File: src/rtl/vram_pkg.sv
// Shared widths and the queued-entry layout for the host VRAM write path.
package vram_pkg;

  localparam int unsigned VRAM_WORD_ADDR_W = 15;
  localparam int unsigned VRAM_BANK_ADDR_W = 14;
  localparam int unsigned VRAM_DATA_W      = 16;
  localparam int unsigned VRAM_INC_W       = 8;

  typedef struct packed {
    logic [VRAM_WORD_ADDR_W-1:0] addr;
    logic [VRAM_DATA_W-1:0]      data;
  } vram_entry_t;

  // Word address LSB picks the bank; the remaining bits address within it.
  function automatic logic [VRAM_BANK_ADDR_W-1:0] bank_addr(input logic [VRAM_WORD_ADDR_W-1:0] a);
    return a[VRAM_WORD_ADDR_W-1:1];
  endfunction

endpackage

File: src/rtl/sync_fifo.sv
// Single-clock FIFO with registered occupancy count; head word is visible on o_rdata.
module sync_fifo #(
  parameter int unsigned WIDTH = 31,
  parameter int unsigned DEPTH = 8
) (
  input  logic                     clk,
  input  logic                     rst_n,
  input  logic                     i_push,
  input  logic                     i_pop,
  input  logic [WIDTH-1:0]         i_wdata,
  output logic [WIDTH-1:0]         o_rdata,
  output logic                     o_full,
  output logic                     o_empty,
  output logic [$clog2(DEPTH):0]   o_count
);

  localparam int unsigned AW = $clog2(DEPTH);

  logic [WIDTH-1:0] r_mem [DEPTH];
  logic [AW-1:0]    r_wr_ptr;
  logic [AW-1:0]    r_rd_ptr;
  logic [AW:0]      r_count;
  logic             w_do_push;
  logic             w_do_pop;

  assign o_full    = (r_count == (AW+1)'(DEPTH));
  assign o_empty   = (r_count == '0);
  assign o_count   = r_count;
  assign o_rdata   = r_mem[r_rd_ptr];
  assign w_do_push = i_push && !o_full;
  assign w_do_pop  = i_pop && !o_empty;

  always_ff @(posedge clk) begin
    if (w_do_push) r_mem[r_wr_ptr] <= i_wdata;
  end

  always_ff @(posedge clk or negedge rst_n) begin
    if (!rst_n) begin
      r_wr_ptr <= '0;
      r_rd_ptr <= '0;
      r_count  <= '0;
    end else begin
      if (w_do_push) r_wr_ptr <= r_wr_ptr + 1'b1;
      if (w_do_pop)  r_rd_ptr <= r_rd_ptr + 1'b1;
      case ({w_do_push, w_do_pop})
        2'b10:   r_count <= r_count + 1'b1;
        2'b01:   r_count <= r_count - 1'b1;
        default: r_count <= r_count;
      endcase
    end
  end

endmodule

File: src/rtl/vram_write_queue.sv
// Host VRAM write buffer: auto-incrementing word pointer, queued writes drained
// into the even/odd banks one word per granted scheduler slot.
module vram_write_queue
  import vram_pkg::*;
#(
  parameter int unsigned           DEPTH     = 8,
  parameter logic [VRAM_INC_W-1:0] INC_RESET = 8'd1
) (
  input  logic                        clk,
  input  logic                        reset_n,
  input  logic                        host_address_write,
  input  logic [VRAM_WORD_ADDR_W-1:0] host_address,
  input  logic [VRAM_INC_W-1:0]       host_increment,
  input  logic                        host_data_write,
  input  logic [VRAM_DATA_W-1:0]      host_data,
  output logic                        host_ready,
  output logic                        host_overflow,
  input  logic                        vram_slot,
  output logic [VRAM_BANK_ADDR_W-1:0] vram_even_address,
  output logic [VRAM_BANK_ADDR_W-1:0] vram_odd_address,
  output logic                        vram_even_write_en,
  output logic                        vram_odd_write_en,
  output logic [2*VRAM_DATA_W-1:0]    vram_write_data,
  output logic                        pending
);

  localparam int unsigned CW = $clog2(DEPTH) + 1;

  logic [VRAM_WORD_ADDR_W-1:0] r_ptr;
  logic [VRAM_INC_W-1:0]       r_inc;
  logic                        r_overflow;

  logic [VRAM_WORD_ADDR_W-1:0] w_addr;
  logic [VRAM_INC_W-1:0]       w_step;
  logic                        w_push;
  logic                        w_pop;
  logic                        w_full;
  logic                        w_empty;
  logic [CW-1:0]               w_count;
  vram_entry_t                 w_push_entry;
  vram_entry_t                 w_head;

  // A same-cycle address write supplies both the address and the step of the push.
  assign w_addr       = host_address_write ? host_address : r_ptr;
  assign w_step       = host_address_write ? host_increment : r_inc;
  assign w_push       = host_data_write && !w_full;
  assign w_pop        = vram_slot && !w_empty;
  assign w_push_entry = '{addr: w_addr, data: host_data};

  sync_fifo #(
    .WIDTH ($bits(vram_entry_t)),
    .DEPTH (DEPTH)
  ) u_fifo (
    .clk     (clk),
    .rst_n   (reset_n),
    .i_push  (w_push),
    .i_pop   (w_pop),
    .i_wdata (w_push_entry),
    .o_rdata (w_head),
    .o_full  (w_full),
    .o_empty (w_empty),
    .o_count (w_count)
  );

  assign host_ready    = (w_count != CW'(DEPTH));
  assign host_overflow = r_overflow;
  assign pending       = !w_empty || vram_even_write_en || vram_odd_write_en;

  always_ff @(posedge clk or negedge reset_n) begin
    if (!reset_n) begin
      r_ptr      <= '0;
      r_inc      <= INC_RESET;
      r_overflow <= 1'b0;
    end else begin
      if (w_push)                  r_ptr <= w_addr + VRAM_WORD_ADDR_W'(w_step);
      else if (host_address_write) r_ptr <= host_address;
      if (host_address_write)      r_inc <= host_increment;
      if (host_address_write)      r_overflow <= 1'b0;
      else if (host_data_write && w_full) r_overflow <= 1'b1;
    end
  end

  always_ff @(posedge clk or negedge reset_n) begin
    if (!reset_n) begin
      vram_even_address  <= '0;
      vram_odd_address   <= '0;
      vram_even_write_en <= 1'b0;
      vram_odd_write_en  <= 1'b0;
      vram_write_data    <= '0;
    end else begin
      vram_even_write_en <= w_pop && !w_head.addr[0];
      vram_odd_write_en  <= w_pop &&  w_head.addr[0];
      if (w_pop) begin
        vram_write_data <= {w_head.data, w_head.data};
        if (w_head.addr[0]) vram_odd_address  <= bank_addr(w_head.addr);
        else                vram_even_address <= bank_addr(w_head.addr);
      end
    end
  end

endmodule
File: config.mk
export PLATFORM = sky130hd
export DESIGN_NAME = vram_write_queue
export DESIGN_NICKNAME = d
export VERILOG_FILES = /design/src/rtl/vram_pkg.sv /design/src/rtl/sync_fifo.sv /design/src/rtl/vram_write_queue.sv
export SDC_FILE = /design/constraint.sdc
export NUM_CORES = 1
export LEC_CHECK = 0
export ABC_AREA = 1
export BUFFER_PORTS_ARGS = -buffer_cell sky130_fd_sc_hd__buf_2
export CAP_MARGIN = 20
export CORE_MARGIN = 1
export CORE_UTILIZATION = 45
export DETAILED_ROUTE_END_ITERATION = 8
export GPL_TIMING_DRIVEN = 1
export PLACE_DENSITY_LB_ADDON = 0.12
export RECOVER_POWER = 25
export SLEW_MARGIN = 20
export SYNTH_ARGS = -nofsm -noshare
export SYNTH_HDL_FRONTEND = slang
export SYNTH_SLANG_ARGS = --single-unit
File: constraint.sdc
create_clock -name clk -period 4.4 [get_ports clk]
set_clock_uncertainty 0.15 [all_clocks]
set_input_delay 0.44 -clock clk [delete_from_list [all_inputs] [get_ports clk]]
set_output_delay 0.44 -clock clk [all_outputs]
set_load 0.1 [all_outputs]
# After elaboration in Yosys (flattened, before gate mapping)
# Memory sizes are Yosys's and may differ from the RTL's.
# Cells that the tools add are included.
[totals]
regBits = 96
ram_bits = 248
in_bits = 44
elab_cells = 47
n_memories = 1
[op_classes]
n_addsub = 5
eq_ne = 4
mux = 8
bitwise_logic = 1
reduce_logical = 17
[mem_list]
columns = ["memory", "depth", "word_bits", "read_ports", "rd_clocked_by_memory_dff", "wr", "line", "rtl"]
rows = [
  ["u_fifo.r_mem", 8, 31, 1, 0, 1, "sync_fifo.sv:19", "logic [WIDTH-1:0] r_mem [DEPTH];"],
]
[ops]
columns = ["op", "n"]
rows = [
  ["two-way mux 15 bit", 2],
  ["adder 15 x 8 -> 15 bit", 1],
  ["two-way mux 8 bit", 1],
  ["case mux 4 bit (2 select lines)", 1],
  ["logical AND 1 bit", 7],
  ["adder 3 x 1 -> 3 bit, second input constant", 2],
  ["adder 4 x 1 -> 4 bit, second input constant", 1],
  ["equality test 4 bit, second input constant", 1],
  ["zero test 4 bit", 1],
  ["two-way mux 1 bit", 4],
  ["inequality test 4 bit, second input constant", 1],
  ["AND reduction 2 bit", 2],
  ["nonzero test 2 bit", 2],
  ["subtractor 4 x 1 -> 4 bit, second input constant", 1],
  ["zero test 1 bit", 3],
  ["equality test 2 x 1 -> 1 bit, second input constant", 1],
  ["equality test 2 bit, second input constant", 1],
  ["logical OR 1 bit", 2],
  ["NOT 1 bit", 1],
]

# Longest topological paths before layout
[depth]
ltp_word = 6
depth_mapped = 18

# By module
# A second synthesis with hierarchy kept.
[hier_totals]
cells_unflattened = 1577
hier_area_um2 = 14818.0
[modules_own_cells]
columns = ["module", "n_inst", "cells_per_inst", "area_per_inst_um2"]
rows = [
  ["sync_fifo", 1, 1153, 11289.6],
  ["vram_write_queue", 1, 424, 3528.4],
]

# Worst setup path before layout
# OpenSTA, ideal clock, no wires.
[synth_timing]
kind = "flip-flop to flip-flop"
start = "reg u_fifo.r_count[2], in the netlist u_fifo.o_count[2]"
end = "mem u_fifo.r_mem[1][0], enable pin"
arrival_time_ns = 3.229
setup_slack_ns = 0.602
path_stages_with_launch = 8
n_path_buf = 1
synth_period_minus_slack_ns = 3.798
cell_sequence = "dfrtp_1 inv_1 nand3_1 nand2_1 inv_1 buf_2 nand2_1 nor2_1"
[synth_via]
elab_chain_cells = 6
[synth_lines]
columns = ["element", "line", "rtl"]
rows = [
  ["from (decl)", "sync_fifo.sv:22", "logic [AW:0] r_count;"],
  ["from (signal assigned)", "sync_fifo.sv:46", "2'b10: r_count <= r_count + 1'b1;"],
  ["from (signal assigned)", "sync_fifo.sv:47", "2'b01: r_count <= r_count - 1'b1;"],
  ["from (signal assigned)", "sync_fifo.sv:48", "default: r_count <= r_count;"],
  ["equality test 4 bit *", "sync_fifo.sv:26", "assign o_full = (r_count == (AW+1)'(DEPTH));"],
  ["zero test 1 bit *", "sync_fifo.sv:30, vram_write_queue.sv:46", ""],
  ["logical AND 1 bit", "vram_write_queue.sv:46", "assign w_push = host_data_write && !w_full;"],
  ["logical AND 1 bit *", "sync_fifo.sv:30", "assign w_do_push = i_push && !o_full;"],
  ["two-way mux 1 bit *", "sync_fifo.sv:34", "if (w_do_push) r_mem[r_wr_ptr] <= i_wdata;"],
  ["two-way mux 1 bit (not written as such) *", "sync_fifo.sv:34", ""],
  ["to (decl)", "sync_fifo.sv:19", ""],
]
# Mark *: on every way between the ends. The rest lies on a longest branch, timed or not.

# Worst setup path after layout
[layout_timing]
start = "reg u_fifo.r_count[1], in the netlist u_fifo.o_count[1]"
end = "reg u_fifo.r_count[3], in the netlist u_fifo.o_count[3]"
[layout_via]
elab_chain_cells = 6
word_cells_on_any_way = 14
cone_classes = "add/sub (2); eq/ne (3); mux (1); reduce/logical (8)"
[layout_lines]
columns = ["element", "line", "rtl"]
rows = [
  ["equality test 4 bit or zero test 4 bit (tied branches)", "sync_fifo.sv:26, sync_fifo.sv:27", ""],
  ["zero test 1 bit (on tied branches)", "--", ""],
  ["logical AND 1 bit (on tied branches)", "vram_write_queue.sv:46, vram_write_queue.sv:47", ""],
  ["logical AND 1 bit (on tied branches)", "sync_fifo.sv:30, sync_fifo.sv:31", ""],
  ["equality test 2 x 1 -> 1 bit or equality test 2 bit (tied branches)", "sync_fifo.sv:45", "case ({w_do_push, w_do_pop})"],
  ["case mux 4 bit (2 select lines) or nonzero test 2 bit (tied branches)", "--", ""],
]
# Parallel ways exist; a longest one is shown, timed or not.
# A chain may end at the register's enable or synchronous reset.

==> reports/summary.txt <==
DRT iter0 DRCs -> 590
CTS clk-pin slew, worst paths -> 0.06 ns
post-synth top area cell -> edfxtp_1
final wirelength -> 30500 um
number of vias per cell -> 5.19
die area -> 30900 um^2
starting density of the core -> 45.7%
number of port buffers -> 108
hpwl dp -> 18000 um
Nets -> 1352
Ys Warns -> 0
initial antenna violation count -> 1
worst-path fanout max -> 22
DR pass1 iterations -> 5
outcome -> finished, final reports clean
Hold Crit Start -> host_increment[4]
fin worst setup slack -> 1.36 ns
Layout Utilization -> 52.4%
register-to-register setup slack -> 1.36 ns
met2 GRT Util -> 30.9%
Worst Hold End -> r_inc[4]
routed len/inst -> 17.9 um
Cells after Synth -> 1203
clk root buf -> clkbuf_16
Placement Setup Slack -> 1.41 ns
depth of the most critical reg-to-reg path -> 13
startpoint types -> register
dominant synthesized flop cell -> edfxtp_1
vias post-DR -> 8858
worst slew pin tran -> 0.864 ns
share of cells above drive strength 1 -> 14.6%
Seq cells post-synth -> 328
Residual DRC -> 0
CTS Buf Count -> 36
vias in the first global route -> 8437
CP endpoint kind -> register
Syn Std Cell Area -> 13600 um^2
Most Frequent Cell on Critical Path -> nand2_1
Hold Crit Class -> input pin to register
Synth Net Count -> 1262
Area Growth Syn to Fin -> 14.5%
Post-Layout Cell Count -> 1708
Antenna Cells -> 0
top cells by area, synth -> edfxtp_1 55%, dfrtp_1 15%, nand2_1 8.2%, nor2_1 4.9%, o21ai_0 4.2%
post-CTS sizing -> 0
Max stage delay on crit path -> 0.41 ns
MaxCap Viol Count -> 0
post-route ant nets -> 0
FF-to-FF End -> u_fifo.o_count[3]
average size of a mapped cell -> 11.3 um^2
Rel. slew slack -> 42.4%
worst path cell trace -> nor2_1, nand3_1, nand2_1, inv_1, buf_4, ha_1, ha_1, a21oi_1, nand2_1, a21oi_1, o21ai_0, nand2_1, nand2_1
Max Fclk -> 329 MHz
grt met3 use -> 3.05%
RePlAce Congestion -> 0.795
CP Class -> register to register
minimum clock period -> 3.04 ns
Crit path required time -> 4.64 ns
Hold Vio Cnt, Final -> 0
largest net degree at the start of global routing -> 84
Clock Path Buffers -> 3
placed cell count -> 1644
Netlist cell types -> 34
CTS H-tree lvls -> 2
Worst-Skew Late Latency -> 0.51 ns
reg2reg start -> u_fifo.o_count[1]
Pins Over Slew Limit -> 0
remaining global-route overflow -> 0
DIE HEIGHT -> 176 um
RSZ-0062 raised after global routing -> false
final period utilization -> 69.0%
grt met1 use -> 30.1%
Worst Hold Depth -> 3
Chip Width -> 176 um
num rows -> 63
Synth top area share -> 54.8%
clk sinks -> 328
IO Count -> 109
Post-synth EDFFs -> 248
Final Setup Violations -> 0
Critical Path Source -> u_fifo.o_count[1]
Setup TNS Final -> 0 ns
Critical-path top delay cell -> dfrtp_1
grt peak-use layer -> met2
register area share after synthesis -> 69.5%
TritonCTS clock tree -> yes
CORE AREA -> 29700 um^2
Async SR Flop Fraction -> 24.4%
GRT Resource Usage Total -> 20.3%
first-pass GRT wire length -> 47900 um
worst path arrival time -> 3.28 ns
## kinds of logic after synthesis
kind of cell | share of synthesized area (%)
buf+inv | 4.29
compound gates | 8.58
xor+xnor | 0.580
flops | 69.5
simple gates | 15.5
fa+ha+maj | 1.49
## stage by stage
step,hold slack [ns],cell area (um^2)
global route,0.0325,15600
CTS,0.00608,15600
global placement,0.311,14400
detailed placement,0.311,14400
finish,0.0216,15600
floorplan,-0.00559,13600
## worst max path at each step
stage                          to
2_1_floorplan  u_fifo.r_mem[1][0]
5_1_grt         u_fifo.o_count[3]
3_3_place_gp    u_fifo.o_count[3]
3_5_place_dp    u_fifo.o_count[3]
4_1_cts         u_fifo.o_count[3]
6_report        u_fifo.o_count[3]
## cells in the mapped netlist (all sizes together) (3+ instances only)
cell type	count
a31oi	4
or2	5
edfxtp	248
o211ai	33
o22ai	28
nand3	35
dfrtp	79
buf	56
nand4	3
a21oi	7
xor2	5
inv	37
xnor2	4
ha	13
nor2	184
o21ai	132
nand2	302
clkbuf	22
## critical path: cells and delay by family, from the launching register on
family,cells,cell delay [ns]
compound gates,3,0.42
fa+ha+maj,2,0.67
simple gates,6,0.94
buf+inv,2,0.31
flops,1,0.41
## area by class of cell
cell class / count / area [um^2]
Tap cell: 390 / 488
Inverter: 37 / 140
Clock inverter: 11 / 106
Fill cell: 2612 / 14200
Timing Repair Buffer: 130 / 731
Multi-Input combinational cell: 760 / 3620
Sequential cell: 328 / 9460
Clock buffer: 52 / 1020
## what timing repair did
action / in CTS / in global routing
setup buffers: 0 / 0
endpoints found under the hold margin: 59 / 0
hold buffers: 1 / 0
## layer usage
metal	vias up	share of wire [%]
li1	4310	-
met2	261	43
met1	4238	48
met3	49	6.3
met5	-	0
met4	0	2.1
## state kept, by name (all words and copies together) (netlist names)
| name | count |
|---|---|
| host_overflow | 1 |
| r_inc | 8 |
| r_ptr | 15 |
| u_fifo.o_count | 4 |
| u_fifo.r_mem | 248 |
| u_fifo.r_rd_ptr | 3 |
| u_fifo.r_wr_ptr | 3 |
| vram_even_address | 14 |
| vram_even_write_en | 1 |
| vram_odd_address | 14 |
| vram_odd_write_en | 1 |
| vram_write_data | 16 |
## placed cells by master, fill, tap and decap left out, types with 4 or more instances in the layout
master	instances
nand2_2	4
xor2_1	5
dfrtp_1	77
clkbuf_16	37
a31oi_1	4
clkinv_2	4
nor2_4	10
buf_4	20
nor2_1	170
clkinv_1	4
xnor2_1	4
o211ai_1	33
o21ai_0	114
clkbuf_8	4
edfxtp_1	248
nand2_1	297
or2_2	5
clkbuf_1	27
nand3_1	35
a21oi_1	7
ha_1	13
buf_2	91
inv_1	34
o21ai_1	16
o22ai_1	28
Power is left out: the tool's default activity adds up to more than one toggle a clock period on the data nets, which glitch-free logic cannot reach.
